**config.mk**
```make
export PLATFORM = sky130hd
export DESIGN_NAME = multi_clk_gen
export DESIGN_NICKNAME = d
export VERILOG_FILES = /design/src/rtl/multi_clk_gen.sv
export SDC_FILE = /design/constraint.sdc
export NUM_CORES = 1
export LEC_CHECK = 0
export CAP_MARGIN = 20
export CORE_UTILIZATION = 50
export CTS_BUF_LIST = sky130_fd_sc_hd__clkbuf_16
export DETAILED_ROUTE_END_ITERATION = 12
export GPL_TIMING_DRIVEN = 0
export PLACE_DENSITY = 0.68
export SYNTH_ARGS = -nofsm -noshare
export SYNTH_HDL_FRONTEND = slang
export SYNTH_SLANG_ARGS = --single-unit
```
**constraint.sdc**
```tcl
create_clock -name clk -period 6.8 [get_ports clk]
set_clock_uncertainty 0.2 [all_clocks]
set_input_delay 0.68 -clock clk [delete_from_list [all_inputs] [get_ports clk]]
set_output_delay 0.68 -clock clk [all_outputs]
set_load 0.02 [all_outputs]
```
**src/rtl/multi_clk_gen.sv**
```systemverilog
// NCH-channel programmable clock divider. Every channel produces a registered divided
// clock and a one-cycle tick on its rising edge. All logic runs on clk.
module multi_clk_gen #(
    parameter int NCH     = 2,
    parameter int CW      = 32,
    parameter int DEF_DIV = 1666,
    parameter int CHW     = (NCH > 1) ? $clog2(NCH) : 1
) (
    input  logic           clk,
    input  logic           reset,
    input  logic [NCH-1:0] en,
    input  logic           sync,
    input  logic           cfg_valid,
    output logic           cfg_ready,
    input  logic [CHW-1:0] cfg_ch,
    input  logic [CW-1:0]  cfg_div,
    output logic [NCH-1:0] clkout,
    output logic [NCH-1:0] tick
);

    localparam logic [CW-1:0] DEF_DIV_V = CW'(DEF_DIV);

    // Per-channel state: down-counter, active divisor, one-deep pending divisor.
    logic [CW-1:0]  cnt_q      [NCH];
    logic [CW-1:0]  cnt_d      [NCH];
    logic [CW-1:0]  act_q      [NCH];
    logic [CW-1:0]  act_d      [NCH];
    logic [CW-1:0]  pend_q     [NCH];
    logic [CW-1:0]  pend_d     [NCH];
    logic [CW-1:0]  reload_div [NCH];
    logic [NCH-1:0] pend_vld_q;
    logic [NCH-1:0] pend_vld_d;
    logic [NCH-1:0] clkout_d;
    logic [NCH-1:0] tick_d;
    logic [NCH-1:0] cfg_hit;

    // Config handshake: a write transfers on the clk edge where cfg_valid && cfg_ready.
    // cfg_ready depends only on cfg_ch and that channel's pending flag, never on
    // cfg_valid; a channel that already holds a pending divisor refuses until promotion.
    // Writes to channel indices >= NCH are always ready and discarded.
    always_comb begin
        cfg_ready = 1'b1;
        cfg_hit   = '0;
        for (int i = 0; i < NCH; i++) begin
            if (int'(cfg_ch) == i) begin
                cfg_ready  = ~pend_vld_q[i];
                cfg_hit[i] = cfg_valid & ~pend_vld_q[i];
            end
        end
    end

    // Divisor that takes effect at the next reload point.
    for (genvar g = 0; g < NCH; g++) begin : g_reload
        assign reload_div[g] = pend_vld_q[g] ? pend_q[g] : act_q[g];
    end

    always_comb begin
        cnt_d      = cnt_q;
        act_d      = act_q;
        pend_d     = pend_q;
        pend_vld_d = pend_vld_q;
        clkout_d   = clkout;
        tick_d     = '0;
        for (int i = 0; i < NCH; i++) begin
            if (sync || !en[i]) begin
                // Held low and preloaded so the first rise lands act_div+1 cycles later.
                clkout_d[i]   = 1'b0;
                act_d[i]      = reload_div[i];
                cnt_d[i]      = reload_div[i];
                pend_vld_d[i] = 1'b0;
            end else if (cnt_q[i] != '0) begin
                cnt_d[i] = cnt_q[i] - CW'(1);
            end else begin
                clkout_d[i]   = ~clkout[i];
                tick_d[i]     = ~clkout[i];
                act_d[i]      = reload_div[i];
                cnt_d[i]      = reload_div[i];
                pend_vld_d[i] = 1'b0;
            end
            // Only reachable when nothing is pending, so it never races a promotion.
            if (cfg_hit[i]) begin
                pend_d[i]     = cfg_div;
                pend_vld_d[i] = 1'b1;
            end
        end
    end

    always_ff @(posedge clk) begin
        if (reset) begin
            for (int i = 0; i < NCH; i++) begin
                cnt_q[i]  <= DEF_DIV_V;
                act_q[i]  <= DEF_DIV_V;
                pend_q[i] <= '0;
            end
            pend_vld_q <= '0;
            clkout     <= '0;
            tick       <= '0;
        end else begin
            cnt_q      <= cnt_d;
            act_q      <= act_d;
            pend_q     <= pend_d;
            pend_vld_q <= pend_vld_d;
            clkout     <= clkout_d;
            tick       <= tick_d;
        end
    end

endmodule

```
==> qor.yml, run 1 <==
cts:
  numClockSinks: 198
  ctsLongestPathBuffers: 2
  cts.clk_slew.worst_paths_ns: 0.07
  cts_resized: 0
  cts_tree: "built"
  cts_buffers: 17
  clkLatencyLatePin_ns: 0.43
  post-cts-setup-buffers: 0
  h-tree-depth: 4
  holdBufCountCts: 0
  cts-root-buf: "clkbuf_16"
global_route:
  grt_pass1_vias: 6802
  grt_overflow_total: 0
  grtUsageTotal: 0.254
  grt_start_max_net_pins: 17
  grt_pass1_wl_um: 35800
  antenna_found_initial: 0
timing:
  hold_viol: 0
  max_freq_mhz: 282
  worst_pin_slew_ns: 1.04
  slew_viol_final: 0
  post-route-min-period_ns: 3.54
  setup_viol: 0
  fin_crit_sh: 0.521
  slew_headroom: 0.303
  rsz0062_at_grt: "no"
  setup_tns_ns: 0
routing:
  drc_errors: 0
  ant_nets: 0
  post_drt_wl_per_cell_um: 17.0
  via_per_inst: 5.58
  totalWireLength_um: 22300
  dr.pass1.iters: 5
  via_count: 7322
  drtIter0Drc: 540
power_and_ir_drop:
  comb_power_share: 0.104
  power.switching_w: 0.000621
  pwr-share-clk: 0.398
  ir_drop_uv: 174
  power_density_nw_per_um2: 248
  p_sw_frac: 0.249
  seqPwrFrac: 0.498
  power_leakage_nw: 3.68
  internal_power_w: 0.00188
synthesis:
  synth_cell_types: 51
  yosysWarnings: 0
  ys_seq_area_frac: 0.451
  syn_area_um2: 8800
  ys_ff_latch: 198
  syn_inst: 1012
  synthFlopType: "dfxtp_1"
  syn_nets: 1055
  synth_edf_count: 0
  async_flop_share: 0
  avgSynthCellArea_um2: 8.69
floorplan:
  die_w_um: 135
  die_height_um: 135
  dieArea_um2: 18100
  fp.coreArea_um2: 17200
  ios: 44
  placementRows: 48
  start_util: 0.510
critical_path:
  slowest_delay_ns: 0.57
  path_common_cell: "clkbuf_1"
  cp.required_ns: 5.92
  critPathTopFamily: "buffers and inverters"
  path_max_fanout: 10
  crit_path_end_kind: "output port"
  critical_path_arrival_ns: 2.66
  crit_type: "reg -> out"
  critPathLaunchType: "flip-flop"
  path_buf_inv: 4
  path_cells: "clkbuf_1, clkbuf_1, clkbuf_1, mux2i_1, clkdlybuf4s50_1"
  cp_slowest_cell: "clkdlybuf4s50_1"
layout:
  drive_above_1_share: 0.0708
  layout_commonest_cell: "dfxtp_1"
  diodes: 0
  final_area_um2: 10100
  final_nets: 1117
  nFillCells: 1559
  mostFrequentLayoutCells: "198 x dfxtp_1, 143 x nand2_1, 108 x a21oi_1"
  area_growth_pct: 14.5
  instances_no_fill: 1312
placement:
  numPortBuffers: 42
  gp_congestion: 0.843
  dp_hpwl_um: 16400
  place_inst: 1279
  post_dp_cell_area_um2: 9500
run_status:
  status: "complete, no violations"
run:
  cap_viol_max_count: 0
worst_hold_path:
  hold_path.class: "reg -> reg"
[Yosys cell counts (7+ instances only)]
| library cell | n | area share |
|---|---|---|
| a211oi_1 | 37 | 0.032 |
| a21oi_1 | 108 | 0.061 |
| a31oi_1 | 7 | 0.0050 |
| clkbuf_1 | 64 | 0.027 |
| dfxtp_1 | 198 | 0.45 |
| inv_1 | 7 | 0.0030 |
| mux2_2 | 29 | 0.037 |
| mux2i_1 | 66 | 0.075 |
| nand2_1 | 143 | 0.061 |
| nand4_1 | 7 | 0.0050 |
| nor2_1 | 100 | 0.043 |
| nor2b_1 | 22 | 0.016 |
| nor3_1 | 35 | 0.020 |
| nor4_1 | 16 | 0.011 |
| o21ai_0 | 30 | 0.017 |
| or4_1 | 9 | 0.0077 |
| xnor2_1 | 36 | 0.036 |
| xor2_1 | 13 | 0.013 |
[kinds of logic (layout without fill, tap and decap cells)]
kind of cell    after synthesis  in the layout  share of synthesized area
mux                          95             95                      0.112
xor+xnor                     49             49                     0.0488
buf+inv                      78            153                     0.0370
fa+ha+maj                     4              4                    0.00569
simple gates                377            377                      0.200
compound gates              211            211                      0.146
flops                       198            198                      0.451
[metal layers]
layer,wire length [um],up-vias,track usage
met4,357,0,0.0724
met3,928,30,0.0360
li1,-,3673,-
met2,9960,153,0.392
met1,11100,3466,0.367
met5,0,-,0
[worst paths after layout]
check                                                 from                    to  slack, ns  depth (start not counted)
worst min register to register      clkout[0]$_SDFFE_PP0P_    tick[0]$_SDFF_PP0_       0.26                          1
worst min-delay path                clkout[0]$_SDFFE_PP0P_    tick[0]$_SDFF_PP0_       0.26                          1
worst max register to register         cnt_q[6]$_SDFF_PP0_  cnt_q[27]$_SDFF_PP0_       3.59                          7
worst max-delay path            pend_vld_q[0]$_SDFFE_PP0P_             cfg_ready       3.26                          5
[stage by stage]
| stage | hold WS (ns) | util | total power (W) | worst slack, ns |
|---|---|---|---|---|
| floorplan | 0.233 | - | 0.00143 | 4.04 |
| global placement | 0.247 | 0.551 | 0.00152 | 3.46 |
| detailed placement | 0.259 | 0.551 | 0.00153 | 3.43 |
| CTS | 0.269 | 0.584 | 0.00250 | 3.25 |
| global route | 0.292 | 0.584 | 0.00259 | 3.06 |
| finish | 0.264 | 0.584 | 0.00250 | 3.26 |
[state kept, by name, indices dropped and copies added (netlist names)]
register    cells
act_q          64
clkout          2
cnt_q          64
pend_q         64
pend_vld_q      2
tick            2
[cell type report]
| type | count | area (um^2) | share of cell area |
|---|---|---|---|
| buffer | 71 | 299 | 0.0297 |
| timing repair buffer | 43 | 425 | 0.0422 |
| inverter | 7 | 26.3 | 0.00261 |
| multi-input combinational | 736 | 4510 | 0.447 |
| clock inverter | 15 | 145 | 0.0144 |
| tap | 225 | 282 | 0.0279 |
| sequential | 198 | 3960 | 0.393 |
| clock buffer | 17 | 425 | 0.0422 |
[power by group through the flow]
stage	clock, W	combinational [W]	sequential [W]
final	0.000994	0.000260	0.00124
after global routing	0.00105	0.000285	0.00125
after CTS	0.00100	0.000258	0.00124
after detailed placement	0	0.000257	0.00127
after global placement	0	0.000254	0.00127
after floorplan	0	0.000174	0.00126
No activity file was read; power rests on OpenSTA's default activity.
==> run 2, diff against run 1 <==
--- a/config.mk
+++ b/config.mk
@@ -10,7 +10,7 @@
 export CTS_BUF_LIST = sky130_fd_sc_hd__clkbuf_16
 export DETAILED_ROUTE_END_ITERATION = 12
 export GPL_TIMING_DRIVEN = 0
-export PLACE_DENSITY = 0.68
+export PLACE_DENSITY = 0.71
 export SYNTH_ARGS = -nofsm -noshare
 export SYNTH_HDL_FRONTEND = slang
 export SYNTH_SLANG_ARGS = --single-unit
==> constraint.sdc (replaced) <==
create_clock -name clk -period 3 [get_ports clk]
set_clock_uncertainty 0.2 [all_clocks]
set_input_delay 0.3 -clock clk [delete_from_list [all_inputs] [get_ports clk]]
set_output_delay 0.3 -clock clk [all_outputs]
set_load 0.02 [all_outputs]
==> qor.yml, run 2 (same netlist as run 1, synthesis figures left out) <==
layout:
  top_regs: "act_q: 64 flops, cnt_q: 64 flops, pend_q: 64 flops"
  mostFrequentLayoutCells: "198 x dfxtp_1, 143 x nand2_1, 108 x a21oi_1"
  diodes: 0  # unchanged
  final_area_um2: 10200  # +1.2%
  drive_above_1_share: 0.0862  # +0.0154
  area_growth_pct: 15.9
  nFillCells: 1524  # -2.2%
  regArea_um2: 3960  # unchanged
  instances_no_fill: 1315  # +0.23%
  final_nets: 1120  # +0.27%
  multi_input_area_um2: 4550  # +0.86%
  layout_commonest_cell: "dfxtp_1"
power_and_ir_drop:
  power_leakage_nw: 3.75  # +1.9%
  power_density_nw_per_um2: 565  # +130%
  ir_drop_uv: 382  # +120%
  finalPower_w: 0.00577  # +130%
floorplan:
  placementRows: 48  # unchanged
  dieArea_um2: 18100  # unchanged
  die_w_um: 135  # unchanged
  fp.coreArea_um2: 17200  # unchanged
  die_height_um: 135  # unchanged
  start_util: 0.510  # unchanged
  ios: 44  # unchanged
timing:
  setup_tns_ns: 0  # unchanged
  setup_viol: 0  # unchanged
  max_freq_mhz: 346
  slew_headroom: 0.428  # +0.125
  rsz0062_at_grt: "no"
  post-route-min-period_ns: 2.89
  worst_pin_slew_ns: 0.850  # -0.186 ns
  fin_crit_sh: 0.964
  slew_viol_final: 0  # unchanged
  hold_viol: 0  # unchanged
routing:
  via_count: 7507  # +2.5%
  routed.top_layer: "met4"
  drtIter0Drc: 631  # +17%
  via_per_inst: 5.71  # +2.3%
  dr_wl_met2_um: 10100  # +0.92%
  wl_met3_um: 1030  # +11%
  totalWireLength_um: 22300  # -0.22%
  drc_errors: 0  # unchanged
  dr.pass1.iters: 5  # unchanged
  ant_nets: 0  # unchanged
  wl_met1_um: 10600  # -4.4%
  post_drt_wl_per_cell_um: 16.9  # -0.45%
placement:
  numPortBuffers: 42  # unchanged
  post_dp_cell_area_um2: 9500  # unchanged
  gp_congestion: 0.825  # -2.2%
  dp_hpwl_um: 16300  # -0.86%
  place_inst: 1279  # unchanged
critical_path:
  critical_path_arrival_ns: 2.99  # +0.33 ns
  critPathTopFamily: "simple AND/OR/NAND/NOR gates"
  slowest_delay_ns: 0.55  # -0.02 ns
  cp_slowest_cell: "or4_4"
  path_max_fanout: 10  # unchanged
  cp.required_ns: 3.10  # -2.82 ns
  crit_type: "reg -> reg"
  crit_path_end_kind: "flip-flop"
  path_cells: "or4_4, or4_4, buf_6, o41ai_4, buf_6, buf_8, mux2i_1, nor2_1"
  critPathLaunchType: "flip-flop"
  path_buf_inv: 3  # -1
cts:
  numClockSinks: 198  # unchanged
  ctsLongestPathBuffers: 2  # unchanged
  cts.clk_slew.worst_paths_ns: 0.07  # about the same
  clkLatencyLatePin_ns: 0.43  # about the same
  cts-root-buf: "clkbuf_16"
  cts_buffers: 17  # unchanged
  h-tree-depth: 4  # unchanged
  cts_tree: "built"
  holdBufCountCts: 0  # unchanged
global_route:
  grt_start_max_net_pins: 17  # unchanged
  grt_overflow_total: 0  # unchanged
  grt_pass1_wl_um: 36400  # +1.7%
  grtUsageTotal: 0.259  # +0.00529
  grt_pass1_vias: 7138  # +4.9%
  antenna_found_initial: 0  # unchanged
run_status:
  status: "complete, no violations"
worst_hold_path:
  hold_path.class: "in -> reg"
run:
  cap_viol_max_count: 0  # unchanged
[run 2: cell types whose count changed in the layout (fill, tap and decap cells not counted), sizes merged]
| cell | delta |
|---|---|
| buf | +4 |
| inv | +2 |
| bufinv | +1 |
| clkinvlp | +1 |
| clkbuf | -1 |
| clkinv | -4 |
[run 2: repair_timing]
action,in CTS,in global routing
pin swaps,2,1
setup endpoints to repair,53,80
setup buffers,5,0
gates resized for setup,12,16
[run 2: area by class of cell]
class                      count  share of cell area
clock inverter                15              0.0168
inverter                       7             0.00258
timing repair buffer          47              0.0453
buffer                        70              0.0317
tap                          225              0.0276
sequential                   198               0.389
multi-input combinational    736               0.446
clock buffer                  17              0.0417
[run 2: worst paths after layout]
kind                            slack [ns]  cells past startpoint                      end                     from
worst min-delay path                  0.19                      3   act_q[41]$_SDFFE_PP1P_                    reset
worst max-delay path                  0.11                      8   act_q[21]$_SDFFE_PP0P_     cnt_q[10]$_SDFF_PP1_
worst max register to register        0.11                      8   act_q[21]$_SDFFE_PP0P_     cnt_q[10]$_SDFF_PP1_
worst min register to register        0.27                      2  pend_q[34]$_SDFFE_PP0P_  pend_q[34]$_SDFFE_PP0P_
[run 2: metrics by stage]
step,worst slack [ns],hold WS [ns],util
after global placement,-0.261,0.248,0.551
after floorplan,0.244,0.233,-
after CTS,-0.00156,0.209,0.590
after detailed placement,-0.349,0.261,0.551
after global routing,0.000869,0.248,0.592
final,0.107,0.190,0.592
[run 2: worst reg2reg max path, delay by kind of cell (launching register included)]
family / cells / cell delay, ns
compound gates: 1 / 0.35
buf+inv: 3 / 0.51
flops: 1 / 0.35
mux: 1 / 0.20
simple gates: 3 / 1.16
[run 2: power breakdown]
part	switching, W	internal, W	total [W]
Combinational	0.000354	0.000247	0.000601
Clock	0.000973	0.00137	0.00234
Sequential	0.0000906	0.00273	0.00282
[run 2: layer usage]
metal / GRT usage / up-vias
li1: - / 3684
met1: 0.358 / 3579
met2: 0.403 / 209
met3: 0.0462 / 35
met4: 0.0961 / 0
met5: 0 / -
